[src/rtl/level_meter_pkg.sv]
// Shared constants and helpers for the level-meter section-peak scheduler.
//   default_width        : default magnitude width in bits
//   default_channels     : default number of input streams
//   default_sample_count : default samples per section (60 fps at 44.1 kHz)
//   ch_idx_width()       : bit width of a channel index (at least 1)
package level_meter_pkg;

    localparam int unsigned default_width        = 15;
    localparam int unsigned default_channels     = 2;
    localparam int unsigned default_sample_count = 735;

    // Width of a channel index for n channels; never zero so ports stay legal.
    function automatic int unsigned ch_idx_width(input int unsigned n);
        return (n > 1) ? $clog2(n) : 1;
    endfunction

endpackage

[src/rtl/round_robin_arbiter.sv]
// Round-robin arbiter: the search starts one past the last granted index.
//   clk, reset : clock, synchronous active-high reset (pointer -> n-1)
//   req        : request vector
//   advance    : latch the current grant as the new "last granted"
//   grant      : one-hot grant (combinational)
//   grant_idx  : index of the granted request (combinational)
module round_robin_arbiter
    import level_meter_pkg::*;
#(
    parameter int unsigned n = 2
) (
    input  logic                       clk,
    input  logic                       reset,
    input  logic [n-1:0]               req,
    input  logic                       advance,
    output logic [n-1:0]               grant,
    output logic [ch_idx_width(n)-1:0] grant_idx
);

    localparam int unsigned iw = ch_idx_width(n);

    logic [iw-1:0] last_q;
    logic          found;

    // Prefer requests above the pointer, then wrap to the lowest request.
    always_comb begin
        grant     = '0;
        grant_idx = '0;
        found     = 1'b0;
        for (int i = 0; i < n; i++) begin
            if (!found && req[i] && (iw'(i) > last_q)) begin
                found     = 1'b1;
                grant[i]  = 1'b1;
                grant_idx = iw'(i);
            end
        end
        for (int i = 0; i < n; i++) begin
            if (!found && req[i]) begin
                found     = 1'b1;
                grant[i]  = 1'b1;
                grant_idx = iw'(i);
            end
        end
    end

    // Pointer register; reset gives index 0 first priority.
    always_ff @(posedge clk) begin
        if (reset) begin
            last_q <= iw'(n - 1);
        end else if (advance) begin
            last_q <= grant_idx;
        end
    end

endmodule

[src/rtl/level_meter_scheduler.sv]
// Shares one section-peak engine between several magnitude streams and emits
// each channel's section maximum on a single tagged output stream.
//   clk, reset : clock, synchronous active-high reset
//   i_valid    : per-channel sample valid
//   i_ready    : per-channel accept, one-hot or zero (combinational)
//   i_value    : packed samples, channel c at [c*width +: width]
//   o_valid    : result valid, held until o_ready
//   o_ready    : downstream accept
//   o_channel  : channel of the result
//   o_value    : section maximum of that channel
module level_meter_scheduler
    import level_meter_pkg::*;
#(
    parameter int unsigned width        = default_width,
    parameter int unsigned channels     = default_channels,
    parameter int unsigned sample_count = default_sample_count
) (
    input  logic                              clk,
    input  logic                              reset,
    input  logic [channels-1:0]               i_valid,
    output logic [channels-1:0]               i_ready,
    input  logic [channels*width-1:0]         i_value,
    output logic                              o_valid,
    input  logic                              o_ready,
    output logic [ch_idx_width(channels)-1:0] o_channel,
    output logic [width-1:0]                  o_value
);

    localparam int unsigned      cw         = ch_idx_width(channels);
    localparam int unsigned      cnt_w      = $clog2(sample_count);
    localparam logic [cnt_w-1:0] count_last = cnt_w'(sample_count - 1);

    logic [width-1:0]    max_value [channels];
    logic [cnt_w-1:0]    count     [channels];
    logic [width-1:0]    res_value [channels];
    logic [channels-1:0] res_valid;
    logic [channels-1:0] res_valid_nxt;
    logic [width-1:0]    in_value  [channels];

    logic                out_load;
    logic [channels-1:0] out_grant;
    logic [cw-1:0]       out_idx;
    logic [channels-1:0] drain;
    logic [channels-1:0] eligible;
    logic [channels-1:0] in_req;
    logic [channels-1:0] in_grant;
    logic [cw-1:0]       in_idx;
    logic                transfer;
    logic                at_end;
    logic [width-1:0]    sel_value;
    logic [width-1:0]    sel_max;
    logic [width-1:0]    merged;

    // Output register is free to take a new result this cycle.
    assign out_load = !o_valid || o_ready;
    assign drain    = out_load ? out_grant : '0;

    // Unpack samples; a section-ending sample waits only while its slot is full
    // and not being drained in the same cycle.
    always_comb begin
        for (int c = 0; c < channels; c++) begin
            in_value[c] = i_value[c*width +: width];
            eligible[c] = i_valid[c] &&
                          !((count[c] == count_last) && res_valid[c] && !drain[c]);
        end
    end

    assign in_req  = reset ? '0 : eligible;
    assign i_ready = in_grant;

    round_robin_arbiter #(.n(channels)) u_in_arb (
        .clk       (clk),
        .reset     (reset),
        .req       (in_req),
        .advance   (transfer),
        .grant     (in_grant),
        .grant_idx (in_idx)
    );

    round_robin_arbiter #(.n(channels)) u_out_arb (
        .clk       (clk),
        .reset     (reset),
        .req       (res_valid),
        .advance   (out_load && (|res_valid)),
        .grant     (out_grant),
        .grant_idx (out_idx)
    );

    // Single shared comparator, muxed by the input grant.
    always_comb begin
        transfer  = |in_grant;
        sel_value = in_value[in_idx];
        sel_max   = max_value[in_idx];
        merged    = (sel_value > sel_max) ? sel_value : sel_max;
        at_end    = (count[in_idx] == count_last);
    end

    // A refill in the same cycle as a drain keeps the slot occupied.
    always_comb begin
        res_valid_nxt = (res_valid & ~drain) | ((transfer && at_end) ? in_grant : '0);
    end

    always_ff @(posedge clk) begin
        if (reset) begin
            for (int c = 0; c < channels; c++) begin
                max_value[c] <= '0;
                count[c]     <= '0;
                res_value[c] <= '0;
            end
            res_valid <= '0;
            o_valid   <= 1'b0;
            o_value   <= '0;
            o_channel <= '0;
        end else begin
            if (out_load) begin
                if (|res_valid) begin
                    o_valid   <= 1'b1;
                    o_value   <= res_value[out_idx];
                    o_channel <= out_idx;
                end else begin
                    o_valid   <= 1'b0;
                end
            end
            res_valid <= res_valid_nxt;
            if (transfer) begin
                if (at_end) begin
                    res_value[in_idx] <= merged;
                    max_value[in_idx] <= '0;
                    count[in_idx]     <= '0;
                end else begin
                    max_value[in_idx] <= merged;
                    count[in_idx]     <= count[in_idx] + cnt_w'(1);
                end
            end
        end
    end

endmodule

[config.mk]
export PLATFORM = sky130hd
export DESIGN_NAME = level_meter_scheduler
export DESIGN_NICKNAME = d
export VERILOG_FILES = /design/src/rtl/level_meter_pkg.sv /design/src/rtl/round_robin_arbiter.sv /design/src/rtl/level_meter_scheduler.sv
export SDC_FILE = /design/constraint.sdc
export NUM_CORES = 1
export LEC_CHECK = 0
export ABC_CLOCK_PERIOD_IN_PS = 6500
export CORE_ASPECT_RATIO = 0.8
export CORE_UTILIZATION = 37
export CTS_CLUSTER_SIZE = 40
export DETAILED_ROUTE_END_ITERATION = 7
export GPL_ROUTABILITY_DRIVEN = 0
export MAX_ROUTING_LAYER = met4
export PLACE_DENSITY_LB_ADDON = 0.05
export SYNTH_ARGS = -nofsm -noshare
export SYNTH_HDL_FRONTEND = slang
export SYNTH_SLANG_ARGS = --single-unit
[constraint.sdc]
create_clock -name clk -period 6.5 [get_ports clk]
set_input_delay 1.95 -clock clk [delete_from_list [all_inputs] [get_ports clk]]
set_output_delay 1.95 -clock clk [all_outputs]
set_load 0.005 [all_outputs]
==> results.txt <==
Mean routed wirelength per cell - 18.8 um
Fraction of final layout cells sized beyond drive strength 1 - 13.4%
Most used DFF post-synth - edfxtp_1
Clock tree root driver cell - clkbuf_16
I/O Buffers - 53
Fin Clk Skew - 0.00650 ns
Total die area - 15000 um^2
Number of global-route vias before repair - 3566
Average footprint of a synthesized cell - 11.3 um^2
Slew Limit Fails - 0
Clock latency on the worst-skew pair - 0.35 ns
RSZ-0062 raised after global routing - false
Antenna violation net count after detailed routing - 0
Critical path startpoint category - input pin
Effective utilization at floorplan - 38.7%
Startpoint-to-endpoint class of the critical path - input pin to register
Fin util - 46.7%
Floorplan die width - 137 um
TritonCTS Buffers - 9
DRC Markers - 0
Worst reg2reg setup slack - 1.69 ns
Number of synthesized flops with an enable pin - 80
Longest Clk Path Bufs - 2
Core Footprint - 13800 um^2
Combinational power share - 17.4%
Filler cell count in the final layout - 1270
Final period util - 96.3%
Clock share of power - 34.2%
Capturing element type of the critical path - register
Cell Area, Synth - 5360 um^2
Delay of the slowest critical-path stage - 0.55 ns
Run status - finished, final reports clean
Sequential area share after synthesis - 52.7%
Sequential cell area - 2820 um^2
Post-detailed-route via-to-cell ratio - 5.32
Number of H-tree levels - 3
DP Area - 6160 um^2
Clock-pin slew reported for the worst setup and hold paths after clock tree synthesis - 0.07 ns
Worst VDD drop - 159 uV
Proportion of synthesized flip-flops having asynchronous set or reset - 0%
Bufs and invs on worst path - 4
Overflow left after global routing - 0
Slowest cell on the critical path - nor3_1
Worst hold slack after final layout - 0.478 ns
Power density over the cells - 242 nW/um^2
Via count - 3817
Cells along the critical path - clkdlybuf4s50_1, nand2b_1, a2111o_1, o21a_1, nand2_4, buf_12, mux2_2, ha_1, nand4_1, nor4_1, and4_4, a211oi_4, buf_12, nor3_1, nor3_1, buf_4
Count of synthesis-stage warnings from yosys - 0
Number of storage elements in the synthesis netlist - 101
Post-CTS Setup Inserts - 0
Data required time of the critical path - 6.61 ns
Overall die height - 110 um
# clock sinks - 101
Clock period minus worst slack - 6.26 ns
Top-Level Pins - 54
CTS tree - built
Synthesized instance count - 472
Post-Layout Cell Count - 717
Dominant cell by count in the synthesized netlist - edfxtp_1
Largest area contributor in the synthesized netlist - edfxtp_1
Routed wire length - 13500 um
Pre-antenna DRT Iters - 5
Overall power consumption - 0.00156 W
Top cells by area in the synthesized netlist - edfxtp_1 (45%), dfxtp_1 (7.9%), mux2i_1 (6.4%), nor3_1 (6.0%), ha_1 (3.7%)
Critical path arrival - 6.37 ns
Highest achievable clock rate - 0.160 GHz
Sw frac - 28.7%
Worst slew pin tran - 1.19 ns
Count of cell types in the netlist - 47
Cell Rows - 38
Initial detailed-routing violation count - 301
Global router's overall resource usage - 20.0%
Post-CTS Resized - 0
Post-Place Cells - 701
Number of antenna violations at the first check in global routing - 0
Area of the multi-input gates - 2370 um^2
Number of endpoints with negative hold slack in the final report - 0
Maximum fanout along the worst path - 24
Commonest cells in the netlist - edfxtp_1 (80), nor3_1 (64), nor2_1 (42), mux2i_1 (34), nand2_1 (23)
Number of antenna cells inserted - 0
Static Leakage - 2.29 nW
Largest net degree at the start of global routing - 32
Number of nets in the final layout - 583
Proportion of power drawn by flip-flops and latches - 48.4%
Fraction of post-synthesis cell area in the top cell type by area - 44.9%
Global-route wire length before repair - 21000 um
Worst path top cell family by delay - simple AND/OR/NAND/NOR gates
Net Switching - 0.000448 W
Max-slew headroom - 20.2%
Area growth, synth to finish - 20.5%
Post-cts hold buffer count - 0
Synthesized Nets - 523
Dpl hpwl - 9920 um
Internal power component - 0.00111 W
Maximum Capacitance Violations - 0
Endpoints failing setup - 0
Hold WC Path Type - register to register
Layout Cell Area excl Fill - 6450 um^2
## cell families (layout without fill, tap and decap cells)
kind of cell,count (synthesis),after routing,share of synthesized area [%]
and+or+nand+nor,178,178,17.4
DFF,101,101,52.7
AOI/OAI and AO/OA,77,77,9.95
muxes,48,48,9.86
buffers and inverters,32,97,3.06
adders and majority gates,18,18,4.11
xor gates and xnor gates,18,18,2.94
## flip-flops by register name, summed over array words and instances (netlist names)
name              cells
count                20
res_valid             2
o_value              15
res_value            30
u_in_arb.last_q       1
o_valid               1
u_out_arb.last_q      1
o_channel             1
max_value            30
## layer usage
| layer | GRT usage [%] | wire [um] |
|---|---|---|
| met1 | 32.2 | 7490 |
| met2 | 24.8 | 5050 |
| met3 | 3.60 | 811 |
| met4 | 4.52 | 131 |
| met5 | - | 0 |
## through the flow
stage               setup slack [ns]  setup TNS (ns)
finish                         0.240               0
global route                  0.0343               0
CTS                            0.267               0
detailed placement           -0.0947          -0.211
global placement             -0.0508         -0.0959
floorplan                       1.06               0
## power groups by stage
stage | sequential, W | combinational (W) | clock [W]
after floorplan | 0.000762 | 0.000177 | 0
after global placement | 0.000769 | 0.000268 | 0
after detailed placement | 0.000769 | 0.000269 | 0
after CTS | 0.000754 | 0.000270 | 0.000545
after global routing | 0.000758 | 0.000298 | 0.000571
final | 0.000755 | 0.000271 | 0.000534
## worst reg2reg max path, stage by stage (launching register included)
cell and delay, ns:
edfxtp_1 0.43, nand2b_1 0.20, nor4_4 0.39, a41o_1 0.43, nand2_4 0.10, inv_2 0.07
buf_4 0.22, mux2_4 0.34, ha_1 0.30, nand4_1 0.17, nor4_1 0.53, and4_4 0.34
a211oi_4 0.06, buf_12 0.18, nor3_1 0.55, nor3_1 0.11, buf_4 0.16
## cell usage in the layout, fill, tap and decap left out, types with 12 or more instances in the layout
master | synthesis | final
a21oi_1 | 14 | 13
a211oi_1 | 20 | 20
edfxtp_1 | 80 | 80
a21boi_1 | 12 | 12
buf_4 | 3 | 19
nor3_1 | 64 | 64
clkdlybuf4s50_1 | 0 | 53
nor2_1 | 42 | 42
nand2_1 | 23 | 23
dfxtp_1 | 21 | 21
ha_1 | 16 | 16
mux2i_1 | 34 | 34
## worst paths after layout
path / start / endpoint / cells past startpoint
setup reg to reg: count[0][8]$_SDFFCE_PN0P_ / res_value[1][9]$_SDFFCE_PN0P_ / 16
setup / recovery: o_ready / res_value[1][9]$_SDFFCE_PN0P_ / 16
hold reg to reg: o_channel$_SDFFE_PP0P_ / o_channel$_SDFFE_PP0P_ / 2
hold / removal: o_channel$_SDFFE_PP0P_ / o_channel$_SDFFE_PP0P_ / 2
## area by class of cell
class	instances	share of cell area [%]
Sequential cell	101	43.7
Timing Repair Buffer	74	11.0
Clock inverter	7	1.09
Tap cell	180	3.49
Clock buffer	9	3.49
Multi-Input combinational cell	339	36.8
Inverter	7	0.407
No activity file was read; power rests on OpenSTA's default activity.
